[src/rtl/ttni_fault_injector.sv]
// TTNI gateway fault injector: one registered valid/ready stage that can
// corrupt a field of selected words. An arm/skip/count sequencer decides
// which accepted words are faulted.
module ttni_fault_injector #(
  parameter int DATA_W    = 34,
  parameter int FIELD_LSB = 28,
  parameter int FIELD_W   = 4,
  parameter int CNT_W     = 16
) (
  input  logic              clk,
  input  logic              rst,
  input  logic [DATA_W-1:0] in_data,
  input  logic              in_valid,
  output logic              in_ready,
  output logic [DATA_W-1:0] out_data,
  output logic              out_valid,
  input  logic              out_ready,
  input  logic              cfg_en,
  input  logic              cfg_arm,
  input  logic [1:0]        cfg_mode,
  input  logic [FIELD_W-1:0] cfg_value,
  input  logic [CNT_W-1:0]  cfg_skip,
  input  logic [CNT_W-1:0]  cfg_count,
  output logic              active,
  output logic              done,
  output logic [CNT_W-1:0]  inj_cnt
);

  localparam logic [1:0] S_IDLE   = 2'd0;
  localparam logic [1:0] S_WAIT   = 2'd1;
  localparam logic [1:0] S_INJECT = 2'd2;
  localparam logic [1:0] S_DONE   = 2'd3;

  localparam logic [1:0] M_PASS  = 2'd0;
  localparam logic [1:0] M_FORCE = 2'd1;
  localparam logic [1:0] M_XOR   = 2'd2;
  localparam logic [1:0] M_DROP  = 2'd3;

  logic [1:0]         state_q, state_d;
  logic [CNT_W-1:0]   skip_q, skip_d;
  logic [CNT_W-1:0]   rem_q, rem_d;
  logic [CNT_W-1:0]   inj_q, inj_d;
  logic [1:0]         mode_q, mode_d;
  logic [FIELD_W-1:0] value_q, value_d;
  logic [DATA_W-1:0]  data_q, data_d;
  logic               vld_q, vld_d;

  logic               accept;
  logic               fault_now;
  logic [DATA_W-1:0]  faulted;

  assign in_ready  = !vld_q | out_ready;
  assign accept    = in_valid & in_ready;
  assign out_data  = data_q;
  assign out_valid = vld_q;
  assign active    = (state_q == S_WAIT) | (state_q == S_INJECT);
  assign done      = (state_q == S_DONE);
  assign inj_cnt   = inj_q;

  // A word is faulted only while enabled and the sequencer has run out of skips.
  assign fault_now = cfg_en & accept &
                     (((state_q == S_WAIT) & (skip_q == '0)) | (state_q == S_INJECT));

  // Field corruption using the shadowed mode/value; other bits untouched.
  always_comb begin
    faulted = in_data;
    case (mode_q)
      M_FORCE: faulted[FIELD_LSB +: FIELD_W] = value_q;
      M_XOR:   faulted[FIELD_LSB +: FIELD_W] = in_data[FIELD_LSB +: FIELD_W] ^ value_q;
      default: faulted = in_data;
    endcase
  end

  // Output register: load on acceptance, drain when consumed; drops never assert valid.
  always_comb begin
    data_d = data_q;
    vld_d  = vld_q;
    if (accept) begin
      if (fault_now && (mode_q == M_DROP)) begin
        vld_d = 1'b0;
      end else begin
        vld_d  = 1'b1;
        data_d = fault_now ? faulted : in_data;
      end
    end else if (out_ready) begin
      vld_d = 1'b0;
    end
  end

  // Sequencer next-state: disable beats acceptance, acceptance beats arm.
  always_comb begin
    state_d = state_q;
    skip_d  = skip_q;
    rem_d   = rem_q;
    inj_d   = inj_q;
    mode_d  = mode_q;
    value_d = value_q;
    if (fault_now && (inj_q != '1)) inj_d = inj_q + 1'b1;
    if (!cfg_en) begin
      state_d = S_IDLE;
    end else begin
      case (state_q)
        S_WAIT: begin
          if (accept) begin
            if (skip_q != '0) begin
              skip_d = skip_q - 1'b1;
            end else begin
              state_d = (rem_q == CNT_W'(1)) ? S_DONE : S_INJECT;
              if (rem_q != '0) rem_d = rem_q - 1'b1;
            end
          end
        end
        S_INJECT: begin
          if (accept) begin
            if (rem_q == CNT_W'(1)) begin
              state_d = S_DONE;
              rem_d   = '0;
            end else if (rem_q != '0) begin
              rem_d = rem_q - 1'b1;
            end
          end
        end
        default: begin
          // IDLE and DONE: acceptance never transitions, so arm applies.
          if (cfg_arm) begin
            state_d = S_WAIT;
            skip_d  = cfg_skip;
            rem_d   = cfg_count;
            inj_d   = '0;
            mode_d  = cfg_mode;
            value_d = cfg_value;
          end
        end
      endcase
    end
  end

  // State and datapath registers with synchronous reset.
  always_ff @(posedge clk) begin
    if (rst) begin
      state_q <= S_IDLE;
      skip_q  <= '0;
      rem_q   <= '0;
      inj_q   <= '0;
      mode_q  <= M_PASS;
      value_q <= '0;
      data_q  <= '0;
      vld_q   <= 1'b0;
    end else begin
      state_q <= state_d;
      skip_q  <= skip_d;
      rem_q   <= rem_d;
      inj_q   <= inj_d;
      mode_q  <= mode_d;
      value_q <= value_d;
      data_q  <= data_d;
      vld_q   <= vld_d;
    end
  end

endmodule

[config.mk]
export PLATFORM = sky130hd
export DESIGN_NAME = ttni_fault_injector
export DESIGN_NICKNAME = d
export VERILOG_FILES = /design/src/rtl/ttni_fault_injector.sv
export SDC_FILE = /design/constraint.sdc
export NUM_CORES = 1
export LEC_CHECK = 0
export CORE_ASPECT_RATIO = 0.5
export CORE_MARGIN = 2
export CORE_UTILIZATION = 30
export CTS_BUF_LIST = sky130_fd_sc_hd__clkbuf_8
export CTS_CLUSTER_DIAMETER = 200
export DETAILED_ROUTE_END_ITERATION = 7
export SKIP_LAST_GASP = 1
export SLEW_MARGIN = 20
export SYNTH_ARGS = -nofsm -noshare
export SYNTH_HDL_FRONTEND = slang
export SYNTH_SLANG_ARGS = --single-unit
[constraint.sdc]
create_clock -name clk -period 2.8 [get_ports clk]
set_input_delay 0.7 -clock clk [delete_from_list [all_inputs] [get_ports clk]]
set_output_delay 0.7 -clock clk [all_outputs]
set_load 0.02 [all_outputs]
; ---- Word-level counts from Yosys, hierarchy flattened
; Cells that the tools add are included.
[classes]
bitwise = 12
add_sub_neg = 3
reduce_logical = 16
muxes = 27
n_eq_ne = 13
[op_table]
columns = cell, count
row1 = 16-bit 2-to-1 mux, 13
row2 = 16-bit case mux with 2 select lines, 2
row3 = 32-bit 2-to-1 mux, 1
row4 = 16-bit nonzero test, 2
row5 = "16-bit by 1-bit subtractor with 16-bit output, second input constant", 2
row6 = "16-bit by 1-bit adder with 16-bit output, second input constant", 1
row7 = "16-bit by 1-bit equality test with 1-bit output, second input constant", 1
row8 = 16-bit logical NOT, 1
row9 = "16-bit inequality test, second input constant", 1
row10 = 5-bit AND reduction, 3
row11 = 2-bit 2-to-1 mux, 5
row12 = "2-bit equality test, second input constant", 4
row13 = 4-bit case mux with 2 select lines, 1
row14 = "2-bit inequality test, second input constant", 3
row15 = 1-bit AND, 4
row16 = "2-bit by 1-bit equality test with 1-bit output, second input constant", 2
row17 = 1-bit 2-to-1 mux, 4
row18 = "2-bit by 1-bit inequality test with 1-bit output, second input constant", 2
row19 = 1-bit inverter, 4
row20 = 2-bit case mux with 2 select lines, 1
row21 = 2-bit nonzero test, 2
row22 = 2-bit OR reduction, 2
row23 = 4-bit XOR, 1
row24 = 1-bit OR, 3
row25 = other kinds (5), 6
[word_totals]
word_cells = 79
regBits = 91
input_bits = 78
output_inout_bits = 54

; ---- Logic depth before layout (Yosys ltp)
[logic_depth]
word_depth = 10
mapped_depth = 9
ltp_nobuf = 7

; ---- Least setup slack after synthesis
; Ideal clock, no wire load.
[synth_path]
kind = flip-flop to output port
startpoint = register state_q[0]
endpoint = output active
path_stages_with_launch = 6
path_buffers = 2
arrival_time_ns = 1.404
required_ns = 2.100
path_slack_ns = 0.696
path_cell_list = dfxtp_1 inv_1 ha_1 clkbuf_1 clkbuf_1 inv_1
[synth_between]
elab_chain_cells = 2
word_cells_on_any_way = 3
classes_between = eq/ne (2) / bitwise (1)
[synth_lines]
columns = item, line_no
row1 = from (decl), 39  ; logic [1:0] state_q, state_d;
row2 = from (signal assigned), 150  ; state_q <= state_d;
row3 = 2-bit by 1-bit equality test with 1-bit output / 2-bit equality test (equally long branches), 56  ; assign active = (state_q == S_WAIT) | (state_q == S_INJECT);
row4 = 1-bit OR (*), 56
row5 = to (decl), 24  ; output logic active,
; Every way passes the cells marked *; elsewhere a longest branch is shown, timed or not.

; ---- Worst setup path in the final report
[layout_path]
startpoint = input out_ready
endpoint = output in_ready
[layout_between]
elab_chain_cells = 1
[layout_lines]
columns = item, line_no
row1 = from (decl), 17  ; input logic out_ready,
row2 = 1-bit OR, 52  ; assign in_ready = !vld_q | out_ready;
row3 = to (decl), 14  ; output logic in_ready,
; Every way passes these cells.

==> summary.txt <==
register bit total from synthesis - 91
DR iter-0 viols - 294
antenna cells - 0
Layout Area Growth over Synthesis - 37.1%
critical path type - input port to output port
Routed Antenna Nets - 0
EDFF count, synth - 0
CP max stage delay - 0.60 ns
Placer Congestion - 0.850
r2r startpoint - rem_q[8]$_SDFFE_PP0P_
number of global-route vias before repair - 4515
PwrDens - 477 mW/mm^2
GRT overflow - 0
critical path's slowest cell - clkdlybuf4s50_1
Worst setup SP type - input port
Detailed Place HPWL - 10.1 mm
Avg Inst Size Synth - 8.18 sq um
CP startpoint - out_ready
largest family of logic cells by synthesized area - simple AND/OR/NAND/NOR gates
number of CTS-inserted buffers - 9
RSZ-0062 raised after global routing - false
setup violators final - 0
Initial Util - 30.5%
FFs w/ async S/R, synth - 0%
Die Ht - 95.0 um
worst clock skew - 0.0119 ns
clk slew on worst S/H paths - 0.10 ns
Cell variety after synth - 57
Synth Instances - 608
XOR/XNOR Fraction of Synth Area - 0%
post-synthesis simple-gate area fraction - 25.7%
layout cells sized above 1 - 7.96%
met2 WL - 6.35 mm
DR WL/cell - 14.2 um
Synth top area share - 36.6%
Fmax achieved - 389 MHz
Reg2Reg Depth - 5
Seq/Total Area, Yosys - 36.6%
die width - 186 um
core area - 0.0163 sq mm
CTS root buf - clkbuf_8
status - finished, final reports clean
worst skew pair latency - 0.36 ns
clock sinks - 91
Syn Nets - 697
crit-path most repeated cell - clkdlybuf4s50_1
post-synthesis mux area share - 8.86%
row count - 33
CTS tree - yes
vias per inst - 5.14
leakage - 0.00255 uW
final hold vios - 0
met1 wire length - 6.47 mm
setup bufs post-CTS - 0
post-synthesis compound-gate area fraction - 20.8%
Post-CTS Resized - 0
top cells by area, synth - dfxtp_1 37%, mux2i_1 8.9%, nor2_1 4.6%
Synth Area in Adders - 2.77%
worst vdd rail ir drop - 221 uV
antenna violations before repair - 0
Critical Path Sink - in_ready
worst-path cell chain - clkdlybuf4s50_1 > nor2b_1 > inv_1 > clkdlybuf4s50_1
# DRC - 0
Routed WL - 13.7 mm
Tmin final - 2.57 ns
I/O Buffers - 131
Rel. slew slack - 56.3%
WP data required - 2.10 ns
final layout net count - 825
Overall Global Routing Usage - 15.3%
WP data arrival - 1.87 ns
R2R Setup Slk - 0.46 ns
First-pass DRT Iterations - 4
hold_buf cts - 0
maximum root-to-sink buffer count - 2
ys flop type - dfxtp_1
post-synth top area cell - dfxtp_1
largest net degree at the start of global routing - 48
via count - 4979
Synth Warn # - 0
H-tree levels - 3
worst hold path class - flop to flop
setup total negative slack - 0 ns
maxcap violations - 0
CP endpoint kind - output port
uppermost layer routed - met4
Crit Path Max Fanout - 2
Die Area - 0.0177 sq mm
worst flop-to-flop path endpoint - state_q[1]$_SDFFE_PP0P_
synthesized cell area - 0.00497 sq mm
Final Core Density - 41.8%
first-pass GRT wire length - 21.9 mm
worst slew pin tran - 0.649 ns
Period Utilization, post-route - 91.8%
Final Worst Setup Slack - 0.229 ns
met3 routed WL - 807 um
Final Max Tran Viols - 0
IO Count - 132
pre-CTS worst setup slack - 0.124 ns
==> placed cells by master (no fill, tap or decap), types with 11 or more instances in the layout <==
master,instances
dfxtp_1,91
nand3_1,13
nand2_1,47
nor2_1,61
nand4_1,13
o21ai_0,34
mux2i_1,44
inv_1,30
nor3_1,17
nor2b_1,12
a21oi_1,44
ha_1,11
buf_4,22
clkdlybuf4s50_1,130
==> layer usage <==
layer | up-vias | track usage [%]
met1 | 2343 | 19.9
met2 | 124 | 25.2
met5 | - | 0
met4 | 0 | 3.67
li1 | 2502 | -
met3 | 10 | 4.43
==> synthesized netlist by cell type (2+ instances only) <==
master    count
nor2_1       61
nor4b_1       4
a32oi_1       3
nand2_1      47
nor4_2        3
or4_1        10
a31oi_1      10
a32o_1        8
o21ai_0      34
dfxtp_1      91
mux2i_1      44
o22ai_1       5
nor3b_1       7
o21ai_1       2
and2_1        6
clkbuf_1     29
nand4_1      13
nand2b_1     10
o31ai_1      10
a21oi_1      44
o211ai_1      2
a211oi_1      3
o32ai_1       9
a41o_1        2
o311a_1       2
a41oi_1       3
or3_1         2
inv_1        29
o41ai_1       3
and3_1        3
a21o_1        5
nor2b_1      12
o31a_1        2
o21a_1        3
and4_1        4
nand3_1      13
nor3_2        4
ha_1         11
or2_2         6
nor3_1       17
buf_2         7
nor4_1       10
==> cells by family (layout without fill, tap and decap cells) <==
family,Yosys count,count (layout)
mux,44,44
compound gates,158,158
flops,91,91
buf+inv,67,200
fa+ha+maj,11,11
simple gates,237,237
==> worst max-delay path, delay by kind of cell <==
family / cells / cell delay, ns
buffers and inverters: 3 / 1.12
AND/OR/NAND/NOR: 1 / 0.05
==> final cells by class <==
type                    count  area [sq um]
clock buffers              10           138
clock inverters             6          65.1
fillers                  1656          9490
inverters                  30           113
multi-input cells         450          2900
flip-flops and latches     91          1820
well taps                 227           284
repair buffers            154          1490
==> report_power, final <==
| part | switching (uW) | internal [uW] | leakage, uW |
|---|---|---|---|
| combinational | 479 | 414 | 0.00171 |
| clock | 491 | 438 | 0.0000963 |
| sequential | 66.3 | 1370 | 0.000744 |
==> registers in the layout (all words and copies together), names as in the netlist <==
register / cells
skip_q: 16
out_data: 34
out_valid: 1
value_q: 4
inj_cnt: 16
rem_q: 16
state_q: 2
mode_q: 2
==> how the worst min path moves through the flow <==
| stage | startpoint | to | slack (ns) | cells past startpoint |
|---|---|---|---|---|
| 2_1_floorplan | skip_q[1]$_SDFFE_PP0P_ | skip_q[1]$_SDFFE_PP0P_ | 0.45 | 2 |
| 3_3_place_gp | out_data[6]$_SDFFE_PP0P_ | out_data[6]$_SDFFE_PP0P_ | 0.47 | 2 |
| 3_5_place_dp | out_data[18]$_SDFFE_PP0P_ | out_data[18]$_SDFFE_PP0P_ | 0.48 | 2 |
| 4_1_cts | inj_cnt[5]$_SDFF_PP0_ | inj_cnt[5]$_SDFF_PP0_ | 0.50 | 2 |
| 5_1_grt | skip_q[3]$_SDFFE_PP0P_ | skip_q[3]$_SDFFE_PP0P_ | 0.52 | 2 |
| 6_report | inj_cnt[5]$_SDFF_PP0_ | inj_cnt[5]$_SDFF_PP0_ | 0.50 | 2 |
==> through the flow <==
step	instances	hold slack (ns)	total power, uW	area, sq um
after floorplan	608	0.452	2000	4970
after global placement	952	0.471	2340	6610
after detailed placement	952	0.483	2350	6610
after CTS	968	0.501	3290	6810
after global routing	968	0.524	3430	6820
final	968	0.497	3250	6820
Power figures use the tool's default switching activity.
